**src/rtl/logic_unit_seq.sv**
```systemverilog
// Multi-cycle bitwise logic unit (XOR/AND/OR/XNOR) for the Y86-64 ALU path.
// Processes CHUNK bits per clock, LSB chunk first, and publishes result with zero/sign flags.
module logic_unit_seq #(
  parameter int unsigned WIDTH = 64,
  parameter int unsigned CHUNK = 16
) (
  input  logic             clk,
  input  logic             rst,
  input  logic             start,
  input  logic [1:0]       op,
  input  logic [WIDTH-1:0] a,
  input  logic [WIDTH-1:0] b,
  output logic             busy,
  output logic             done,
  output logic [WIDTH-1:0] result,
  output logic             zf,
  output logic             sf
);

  localparam int unsigned N    = WIDTH / CHUNK;
  localparam int unsigned IdxW = (N > 1) ? $clog2(N) : 1;
  localparam logic [IdxW-1:0] LastIdx = IdxW'(N - 1);

  typedef enum logic [1:0] {
    StIdle,
    StRun,
    StDone
  } state_e;

  state_e           state_q, state_d;
  logic [IdxW-1:0]  idx_q, idx_d;
  logic [1:0]       op_q, op_d;
  logic [WIDTH-1:0] a_q, a_d;
  logic [WIDTH-1:0] b_q, b_d;
  logic [WIDTH-1:0] work_q, work_d;
  logic [WIDTH-1:0] result_q, result_d;
  logic             zf_q, zf_d;
  logic             sf_q, sf_d;

  logic [CHUNK-1:0] chunk_a, chunk_b, chunk_r;
  logic [WIDTH-1:0] work_next;

  // Chunk select/insert is a constant-index mux so no variable part-selects are needed.
  always_comb begin
    chunk_a = '0;
    chunk_b = '0;
    for (int unsigned i = 0; i < N; i++) begin
      if (idx_q == IdxW'(i)) begin
        chunk_a = a_q[i*CHUNK +: CHUNK];
        chunk_b = b_q[i*CHUNK +: CHUNK];
      end
    end

    unique case (op_q)
      2'b00: chunk_r = chunk_a ^ chunk_b;
      2'b01: chunk_r = chunk_a & chunk_b;
      2'b10: chunk_r = chunk_a | chunk_b;
      2'b11: chunk_r = ~(chunk_a ^ chunk_b);
      default: chunk_r = '0;
    endcase

    work_next = work_q;
    for (int unsigned i = 0; i < N; i++) begin
      if (idx_q == IdxW'(i)) begin
        work_next[i*CHUNK +: CHUNK] = chunk_r;
      end
    end
  end

  always_comb begin
    state_d  = state_q;
    idx_d    = idx_q;
    op_d     = op_q;
    a_d      = a_q;
    b_d      = b_q;
    work_d   = work_q;
    result_d = result_q;
    zf_d     = zf_q;
    sf_d     = sf_q;

    unique case (state_q)
      // DONE accepts a new start exactly like IDLE for back-to-back issue.
      StIdle, StDone: begin
        state_d = StIdle;
        if (start) begin
          state_d = StRun;
          idx_d   = '0;
          op_d    = op;
          a_d     = a;
          b_d     = b;
        end
      end
      StRun: begin
        work_d = work_next;
        idx_d  = idx_q + IdxW'(1);
        if (idx_q == LastIdx) begin
          state_d  = StDone;
          idx_d    = '0;
          result_d = work_next;
          zf_d     = (work_next == '0);
          sf_d     = work_next[WIDTH-1];
        end
      end
      default: state_d = StIdle;
    endcase
  end

  always_ff @(posedge clk) begin
    if (rst) begin
      state_q  <= StIdle;
      idx_q    <= '0;
      op_q     <= '0;
      a_q      <= '0;
      b_q      <= '0;
      work_q   <= '0;
      result_q <= '0;
      zf_q     <= 1'b0;
      sf_q     <= 1'b0;
    end else begin
      state_q  <= state_d;
      idx_q    <= idx_d;
      op_q     <= op_d;
      a_q      <= a_d;
      b_q      <= b_d;
      work_q   <= work_d;
      result_q <= result_d;
      zf_q     <= zf_d;
      sf_q     <= sf_d;
    end
  end

  assign busy   = (state_q == StRun);
  assign done   = (state_q == StDone);
  assign result = result_q;
  assign zf     = zf_q;
  assign sf     = sf_q;

endmodule
```
**config.mk**
```make
export PLATFORM = sky130hd
export DESIGN_NAME = logic_unit_seq
export DESIGN_NICKNAME = d
export VERILOG_FILES = /design/src/rtl/logic_unit_seq.sv
export SDC_FILE = /design/constraint.sdc
export NUM_CORES = 1
export LEC_CHECK = 0
export CAP_MARGIN = 20
export CORE_MARGIN = 1.5
export CORE_UTILIZATION = 57
export CTS_CLUSTER_SIZE = 30
export DETAILED_ROUTE_END_ITERATION = 16
export DONT_BUFFER_PORTS = 1
export GPL_TIMING_DRIVEN = 1
export PLACE_DENSITY = 0.78
export SETUP_SLACK_MARGIN = 0.05
export SYNTH_ARGS = -nofsm -noshare
export SYNTH_HDL_FRONTEND = slang
export SYNTH_SLANG_ARGS = --single-unit
export TNS_END_PERCENT = 1
```
**constraint.sdc**
```tcl
create_clock -name clk -period 7.1 [get_ports clk]
set_input_delay 1.42 -clock clk [delete_from_list [all_inputs] [get_ports clk]]
set_output_delay 1.42 -clock clk [all_outputs]
set_load 0.005 [all_outputs]
```
[Word-level counts from Yosys, hierarchy flattened]
Cells that the tools add are included.
Word-level totals
  output and inout port bits: 68
  bits of input ports: 133
  register bits: 264
  word-level logic and storage cells: 52
Cells by class
  add/sub/neg operators: 1
  bitwise logic cells: 4
  muxes and demuxes: 19
  reductions and logical operators: 9
  equal/unequal tests: 10
Operators with widths (number)
  $mux 16: 12
  $logic_not 64->1: 1
  $pmux 16 s4: 1
  $and 16x16->16: 1
  $not 16->16: 1
  $or 16x16->16: 1
  $xor 16x16->16: 1
  $eq 2x2->1 const B: 5
  $pmux 2 s2: 2
  $eq 2x1->1 const B: 3
  $logic_not 2->1: 3
  $mux 2: 3
  $reduce_and 2->1: 3
  $add 2x1->2 const B: 1
  $ne 2x1->1 const B: 1
  $ne 2x2->1 const B: 1
  $reduce_bool 2->1: 1
  $reduce_or 2->1: 1
  $mux 1: 1

[Logic depth before layout (Yosys ltp)]
Gate-level depths: netlist (run 1).
  depth in word-level cells: 10
  mapped depth: 20
  mapped depth without buffers: 17

[Least setup slack after synthesis (run 1)]
No wires, ideal clock.
  path type: register -> register
  from: register idx_q[0]
  to: register zf_q (netlist: zf)
  stages on the path, launching flop included: 17
  slack: 3.928 ns
  arrival: 3.085 ns
  path buffers: 2
  data required time: 7.013 ns
  cell sequence: dfxtp_1 inv_1 ha_1 clkbuf_1 buf_1 nor2_1 a21oi_1 nor2_1 a21o_1 ha_1 nor2b_1 a211oi_2 a21oi_1 nor4_1 a21oi_1 a211o_1 o31ai_1
On the way
  cells in the longest elaborated chain, start to end: 10
  elaborated cells on any way between the ends: 23
  classes of those cells: 3 x eq/ne; 13 x mux; 4 x bitwise; 3 x reduce/logical
RTL lines
  start, declared: line 31  | logic [IdxW-1:0] idx_q, idx_d;
  start signal, assigned: line 121  | idx_q <= idx_d;
  $logic_not 2->1: line 48, 64
  $mux 16 (4 in a row): line 48  | if (idx_q == IdxW'(i)) begin
  $xor 16x16->16: line 55, 58
  $not 16->16: line 58  | 2'b11: chunk_r = ~(chunk_a ^ chunk_b);
  $pmux 16 s4: line 54  | unique case (op_q)
  $mux 16: line 64  | if (idx_q == IdxW'(i)) begin
  $logic_not 64->1: line 100  | zf_d = (work_next == '0);
  end signal, assigned: line 127  | zf_q <= zf_d;
  end, declared: line 37  | logic zf_q, zf_d;
Several ways; a longest one is shown, not always the timed one.
A chain may end at the register's enable or synchronous reset.

[Worst setup path in the final report (run 1)]
  from: register idx_q[1]
  to: register zf_q (netlist: zf)
Same word-level chain as after synthesis.

==> out/results.txt, run 1 <==
Endpoints failing hold: 0
Share of cells above drive strength 1: 0.05780
Number of flops mapped to enable cells by yosys: 0
Maximum vdd drop: 0.1936 mV
Synth cell types: 38
Cell count after synthesis: 1489
Flops & latches, synth: 247
Post-synthesis adder-cell area fraction: 0.03965
Detailed placement HPWL: 20470 um
Initial core utilization: 0.5818
Slew at the pin with the worst max-slew slack: 1082 ps
Setup crit end kind: register
Min-Delay Path Class: reg2reg
Pin count of the biggest net entering global routing: 184
Max Fclk: 214.5 MHz
Count of buffer and inverter cells on the critical path: 2
Unrepaired setup endpoints after global routing: no
Layout Utilization: 0.6258
Reg clk slew, reported paths: 60 ps
Worst-path maximum fanout: 62
Placed cell count: 1653
Cell type contributing the most total cell area after synthesis: dfxtp_1
Critical Path Most Common Cell: a21oi_1
Synthesis-to-layout area growth: 7.555%
Final nets: 1586
Power per cell area: 265.2 nW/um^2
Aggregate routed wire length: 30240 um
Weighted congestion reported at the end of routability-driven placement: 0.8712
Via density per instance: 5.756
Most common library cells after synthesis: nand2_1, a21oi_1, dfxtp_1, nor2_1, clkbuf_1
Sequential Area: 4945 sq um
Most common cell in the netlist: nand2_1
GRT Total Usage: 0.2860
Number of buffer cells added on primary ports: 0
Cell class contributing the biggest share of worst-path delay: compound AO/OA/AOI/OAI gates
Clk buf depth: 3
Top-area cell type share of the netlist area: 0.4352
Final ANT Viol Nets: 0
Worst stage delay on the critical path: 800 ps
CTS H-tree depth: 1
Main synth FF type: dfxtp_1
Row cnt: 51
Type of element launching the critical path: register
Routed wire per std cell: 17.77 um
Run status: complete, no violations
Multiplexer fraction of the synthesized cell area: 0.08249
Number of ports placed on the die boundary: 201
Post-CTS setup buffers: 0
TritonCTS clock tree: yes
Final worst path period need: 4662 ps
Type of the worst setup path: reg2reg
Post-synthesis share of cell area spent on xor and xnor gates: 0
Data required time of the critical path: 7510 ps
Ant. Diodes: 0
Wire length of the first global-routing pass: 46410 um
Setup violations, final: 0
Post-Synth Simple-Gate Area: 0.2123
Worst Path Arrival: 5070 ps
Number of buffers added by the clock tree synthesis step: 26
Vias in the first global route: 8843
Cell Chain, Critical Path: inv_1 -> ha_2 -> buf_4 -> nor2_1 -> a21oi_1 -> nor2_1 -> a21oi_1 -> nor2_1 -> a21o_1 -> ha_1 -> mux2_2 -> a21oi_1 -> nor4_1 -> a21oi_1 -> a211o_1 -> o31ai_1
Floorplan core area: 19530 sq um
Total negative slack for setup checks: 0 ps
Total of fill cells in the finished design: 1760
Headroom to the max-slew limit: 0.2785
Net Count, Synth: 1658
Number of violations reported at the end of detailed-routing iteration 0: 909
Maximum clock skew at final layout: 11.44 ps
Clock latency of the later-clocked register in the worst-skew pair: 530 ps
Dominant combinational cell family by area after synthesis: simple AND/OR/NAND/NOR gates
Vias: 9791
Clock sink count: 247
Worst-path cell with the longest stage delay: a21oi_1
Maxcap violations: 0
Final Max Tran Viols: 0
DRC violations left: 0
Hold-fix buffer count after cts: 0
Ratio of final minimum period to clock period: 0.6567
Leading post-synthesis cells by cell area: dfxtp_1, nand2_1, a21oi_1
Synth Area in Compound Gates: 0.1863
Seq/Total Area, Yosys: 0.4352
FFs w/ async S/R, synth: 0
Total congestion overflow: 0
Count of placed standard cells in the final layout, fillers left out: 1701
Yosys warnings: 0
Static leakage: 4.948 nW
Antenna violations before repair: 0
Cell area after synthesis: 11360 sq um
Area of combinational cells with multiple inputs: 5973 sq um
Total of cells resized after clock tree synthesis: 0
Synth Area per Inst: 7.630 sq um
Clock tree root buffer cell: clkbuf_16
Vert. Die Dim: 144.2 um
Overall die area: 20790 sq um
Die X: 144.2 um
Count of TritonRoute iterations in the first routing pass: 5
==> per-layer routing <==
metal,GRT usage,vias to the layer above,routed length [um]
li1,-,4825,-
met1,0.3665,4505,12450
met2,0.4775,389,14150
met3,0.04801,72,2447
met4,0.1186,0,1192
met5,0,-,0
==> logic make-up after synthesis <==
kind of cell | after synthesis
muxes | 88
and+or+nand+nor | 605
AOI/OAI and AO/OA | 393
buffers and inverters | 120
DFF | 247
adders and majority gates | 36
==> report_power, final <==
part / switching [mW] / internal, mW / leakage [nW]
logic: 0.288 / 0.157 / 2.53
registers: 0.0371 / 1.44 / 2.01
clock network: 0.544 / 0.775 / 0.404
==> path summary, 6_finish.rpt <==
kind | startpoint | end | slack [ps] | cells past startpoint
worst max register to register | idx_q[1] | zf | 2440 | 16
worst min register to register | a_q[21] | a_q[21] | 460 | 2
worst max-delay path | idx_q[1] | zf | 2440 | 16
worst min-delay path | a_q[21] | a_q[21] | 460 | 2
==> final cells by class <==
type,count,share of cell area
Clock buffer,38,0.06195
Clock inverter,9,0.006656
Inverter,5,0.001536
Multi-Input combinational cell,1122,0.4888
Sequential cell,247,0.4047
Tap cell,265,0.02714
Timing Repair Buffer,15,0.009216
==> worst reg2reg max path, stage by stage, from the launching register on <==
cell and delay (ps):
dfxtp_1 370, inv_1 110, ha_2 630, buf_4 610, nor2_1 150, a21oi_1 280
nor2_1 90, a21oi_1 160, nor2_1 70, a21o_1 200, ha_1 290, mux2_2 270
a21oi_1 800, nor4_1 150, a21oi_1 190, a211o_1 110, o31ai_1 70
==> per-stage QoR <==
stage	setup WS [ps]	instance area, sq um	hold WS [ps]	total power [mW]
global route	2146	12220	466.7	3.358
CTS	2404	12210	452.4	3.250
floorplan	3928	11360	435.7	1.831
global placement	2362	11360	439.5	1.928
finish	2438	12220	456.5	3.241
detailed placement	2454	11370	444.2	1.942
==> registers in the layout (all words and copies together), names as in the netlist <==
register	count
idx_q	2
zf	1
state_q	2
work_q	48
a_q	64
b_q	64
op_q	2
result	64
==> cell usage in the layout, fill, tap and decap left out, types with 3 or more instances in the layout <==
master      instances
nand2_1           444
a21oi_1           286
dfxtp_1           247
nor2_1            109
mux2i_1            67
a21o_1             47
o21ai_0            44
ha_1               32
clkbuf_16          27
nor2b_1            18
buf_4              15
mux2_2             13
nor4_1             11
clkbuf_1            7
and2_1              6
inv_1               5
nor3_1              5
o21ai_1             4
clkbuf_8            4
clkinv_2            4
mux2i_2             3
mux2_1              3
o31ai_1             3
or4_1               3
clkinvlp_4          3
Power figures use the tool's default switching activity.
==> inputs of run 2 (changes only) <==
--- a/config.mk
+++ b/config.mk
@@ -12,7 +12,7 @@
 export DETAILED_ROUTE_END_ITERATION = 16
 export DONT_BUFFER_PORTS = 1
 export GPL_TIMING_DRIVEN = 1
-export PLACE_DENSITY = 0.78
+export PLACE_DENSITY = 0.81
 export SETUP_SLACK_MARGIN = 0.05
 export SYNTH_ARGS = -nofsm -noshare
 export SYNTH_HDL_FRONTEND = slang
==> constraint.sdc (replaced) <==
create_clock -name clk -period 4.2 [get_ports clk]
set_input_delay 0.84 -clock clk [delete_from_list [all_inputs] [get_ports clk]]
set_output_delay 0.84 -clock clk [all_outputs]
set_load 0.005 [all_outputs]
==> run 2 against run 1 <==
Power rose by 72%. Highest routed layer unchanged. Utilization grew 0.79 points. Global-route usage increased by 0.57 points. Register-to-register slack got worse by 2000 ps. Cell count rose by 0.76%.
==> out/results.txt, run 2 (synthesized netlist as in run 1, its figures left out) <==
Length of routed met3 wiring: 2922 um (+19%)
Headroom to the max-slew limit: 0.3852 (+0.1068)
Final nets: 1599 (+0.82%)
Maximum vdd drop: 0.3390 mV (+75%)
Number of cells on the worst hold path: 1 (-1)
Number of ports placed on the die boundary: 201 (unchanged)
Total of fill cells in the finished design: 1756 (-0.23%)
Type of the worst setup path: reg2reg
Maxcap violations: 0 (unchanged)
Clock sink count: 247 (unchanged)
Floorplan core area: 19530 sq um (unchanged)
Clock tree root buffer cell: clkbuf_16
Worst hold endpoint: work_q[17]
Final ANT Viol Nets: 0 (unchanged)
Overall die area: 20790 sq um (unchanged)
Unrepaired setup endpoints after global routing: no
Total congestion overflow: 0 (unchanged)
Share of cells above drive strength 1: 0.06768 (+0.009880)
Path depth of the worst reg2reg path: 17 (+1)
Die X: 144.2 um (unchanged)
Worst reg-to-reg setup slack: 400 ps (-2040 ps)
GRT Total Usage: 0.2917 (+0.005736)
Setup violations, final: 0 (unchanged)
Setup Slack @ Placement: 476.9 ps (-1977 ps)
Run status: complete, no violations
Reg clk slew, reported paths: 60 ps (about the same)
Wire length the detailed router placed on met1: 12460 um (+0.11%)
Worst flop-to-flop path endpoint: zf
Aggregate routed wire length: 30940 um (+2.3%)
Final worst path period need: 3805 ps (-857.5 ps)
Area of combinational cells with multiple inputs: 5993 sq um (+0.34%)
Detailed placement HPWL: 21210 um (+3.6%)
Leading cell types in the layout, fill and taps excluded: nand2_1, a21oi_1, dfxtp_1, nor2_1, mux2i_1
TritonCTS clock tree: yes
Count of TritonRoute iterations in the first routing pass: 5 (unchanged)
Vias: 9897 (+1.1%)
Weighted congestion reported at the end of routability-driven placement: 0.9121 (+4.7%)
Synthesis-to-layout area growth: 8.910%
Endpoints failing hold: 0 (unchanged)
Number of buffer cells added on primary ports: 0 (unchanged)
Vias in the first global route: 9259 (+4.7%)
Worst Path Arrival: 4250 ps (-820 ps)
CTS H-tree depth: 1 (unchanged)
Setup crit end kind: register
Final Max Tran Viols: 0 (unchanged)
Data required time of the critical path: 4650 ps (-2860 ps)
Wire length of the first global-routing pass: 47900 um (+3.2%)
Via density per instance: 5.774 (+0.32%)
Type of element launching the critical path: register
Static leakage: 5.034 nW (+1.7%)
Maximum clock skew at final layout: 9.187 ps (-2.254 ps)
Slew at the pin with the worst max-slew slack: 920.2 ps (-162.1 ps)
Ratio of final minimum period to clock period: 0.9059 (+0.2493)
Slack of the critical path: 395.0 ps (-2042 ps)
Initial core utilization: 0.5818 (unchanged)
Worst-path maximum fanout: 38 (-39%)
Hold-fix buffer count after cts: 0 (unchanged)
Max Fclk: 262.8 MHz (+23%)
Min-Delay Path Class: in2reg
Most frequent standard cell in the layout excluding fill and tap cells: nand2_1
Sequential Area: 4945 sq um (unchanged)
DRC violations left: 0 (unchanged)
Topmost layer with routed signal wires: met4
Number of violations reported at the end of detailed-routing iteration 0: 770 (-15%)
Post-route worst hold slack: 374.6 ps (-81.88 ps)
Row cnt: 51 (unchanged)
Power per cell area: 449.7 nW/um^2 (+70%)
Total negative slack for setup checks: 0 ps (unchanged)
Number of buffers added by the clock tree synthesis step: 27 (+3.8%)
Start point of the worst min-delay path: rst
Beginning of the worst register-to-register path: idx_q[1]
Clock latency of the later-clocked register in the worst-skew pair: 540 ps (about the same)
Routed wire per std cell: 18.05 um (+1.6%)
Met2 WL post-DR: 14350 um (+1.5%)
Pin count of the biggest net entering global routing: 184 (unchanged)
Antenna violations before repair: 1 (+1)
Clk buf depth: 3 (unchanged)
Vert. Die Dim: 144.2 um (unchanged)
[run 2: cell types whose count changed in the layout (fill, tap and decap cells not counted)]
| cell | before | now |
|---|---|---|
| buf_4 | 15 | 25 |
| inv_6 | 0 | 1 |
| ha_4 | 2 | 4 |
| buf_12 | 0 | 2 |
| ha_2 | 2 | 0 |
| clkinv_2 | 4 | 5 |
| diode_2 | 0 | 1 |
| clkbuf_1 | 7 | 4 |
| clkbuf_8 | 4 | 5 |
[run 2: worst max path at each step]
stage,from,to,depth (start not counted)
after floorplan,idx_q[0],zf,16
after global placement,idx_q[1],zf,17
after detailed placement,idx_q[0],zf,17
after CTS,idx_q[0],zf,17
after global routing,idx_q[0],zf,14
final,idx_q[1],zf,17
[run 2: through the flow]
step                instances  utilization  power (mW)  area (sq um)
global placement         1666       0.5887       3.287         11500
floorplan                1489            -       3.096         11360
finish                   1714       0.6337       5.564         12370
CTS                      1713       0.6325       5.571         12350
detailed placement       1666       0.5887       3.310         11500
global route             1713       0.6335       5.767         12370
[run 2: repair_timing]
action	CTS	global route
gates resized for setup	0	2
setup endpoints to repair	0	1
buffers inserted	0	0
[run 2: layout make-up]
cell class / instances / area share
tap: 265 / 0.02680
inverter: 5 / 0.001517
clock buffer: 36 / 0.06138
multi-input combinational: 1122 / 0.4844
timing repair buffer: 27 / 0.01840
sequential: 247 / 0.3996
antenna: 1 / 0.0002022
clock inverter: 11 / 0.007685
[run 2: metal layers]
| layer | up-vias | GRT usage |
|---|---|---|
| li1 | 4844 | - |
| met1 | 4575 | 0.3611 |
| met2 | 399 | 0.4890 |
| met3 | 79 | 0.07252 |
| met4 | 0 | 0.1116 |
| met5 | - | 0 |
[run 2: power by group]
part | leakage, nW | switching [mW] | internal, mW | total [mW]
sequential | 2.01 | 0.0709 | 2.43 | 2.50
combinational | 2.61 | 0.489 | 0.288 | 0.777
clock | 0.416 | 0.956 | 1.33 | 2.28
total | 5.03 | 1.52 | 4.05 | 5.56
[run 2: critical path, cell delays in order (launching register included)]
cell	delay (ps)
dfxtp_1	380
inv_1	170
ha_4	280
buf_12	220
nor2_1	70
a21oi_1	210
nor2_1	80
a21oi_1	140
nor2_1	70
a21o_1	190
ha_1	310
mux2i_1	160
mux2i_2	260
nor4b_1	400
a21oi_1	120
nor4_1	310
nand3_1	110
o31ai_1	240
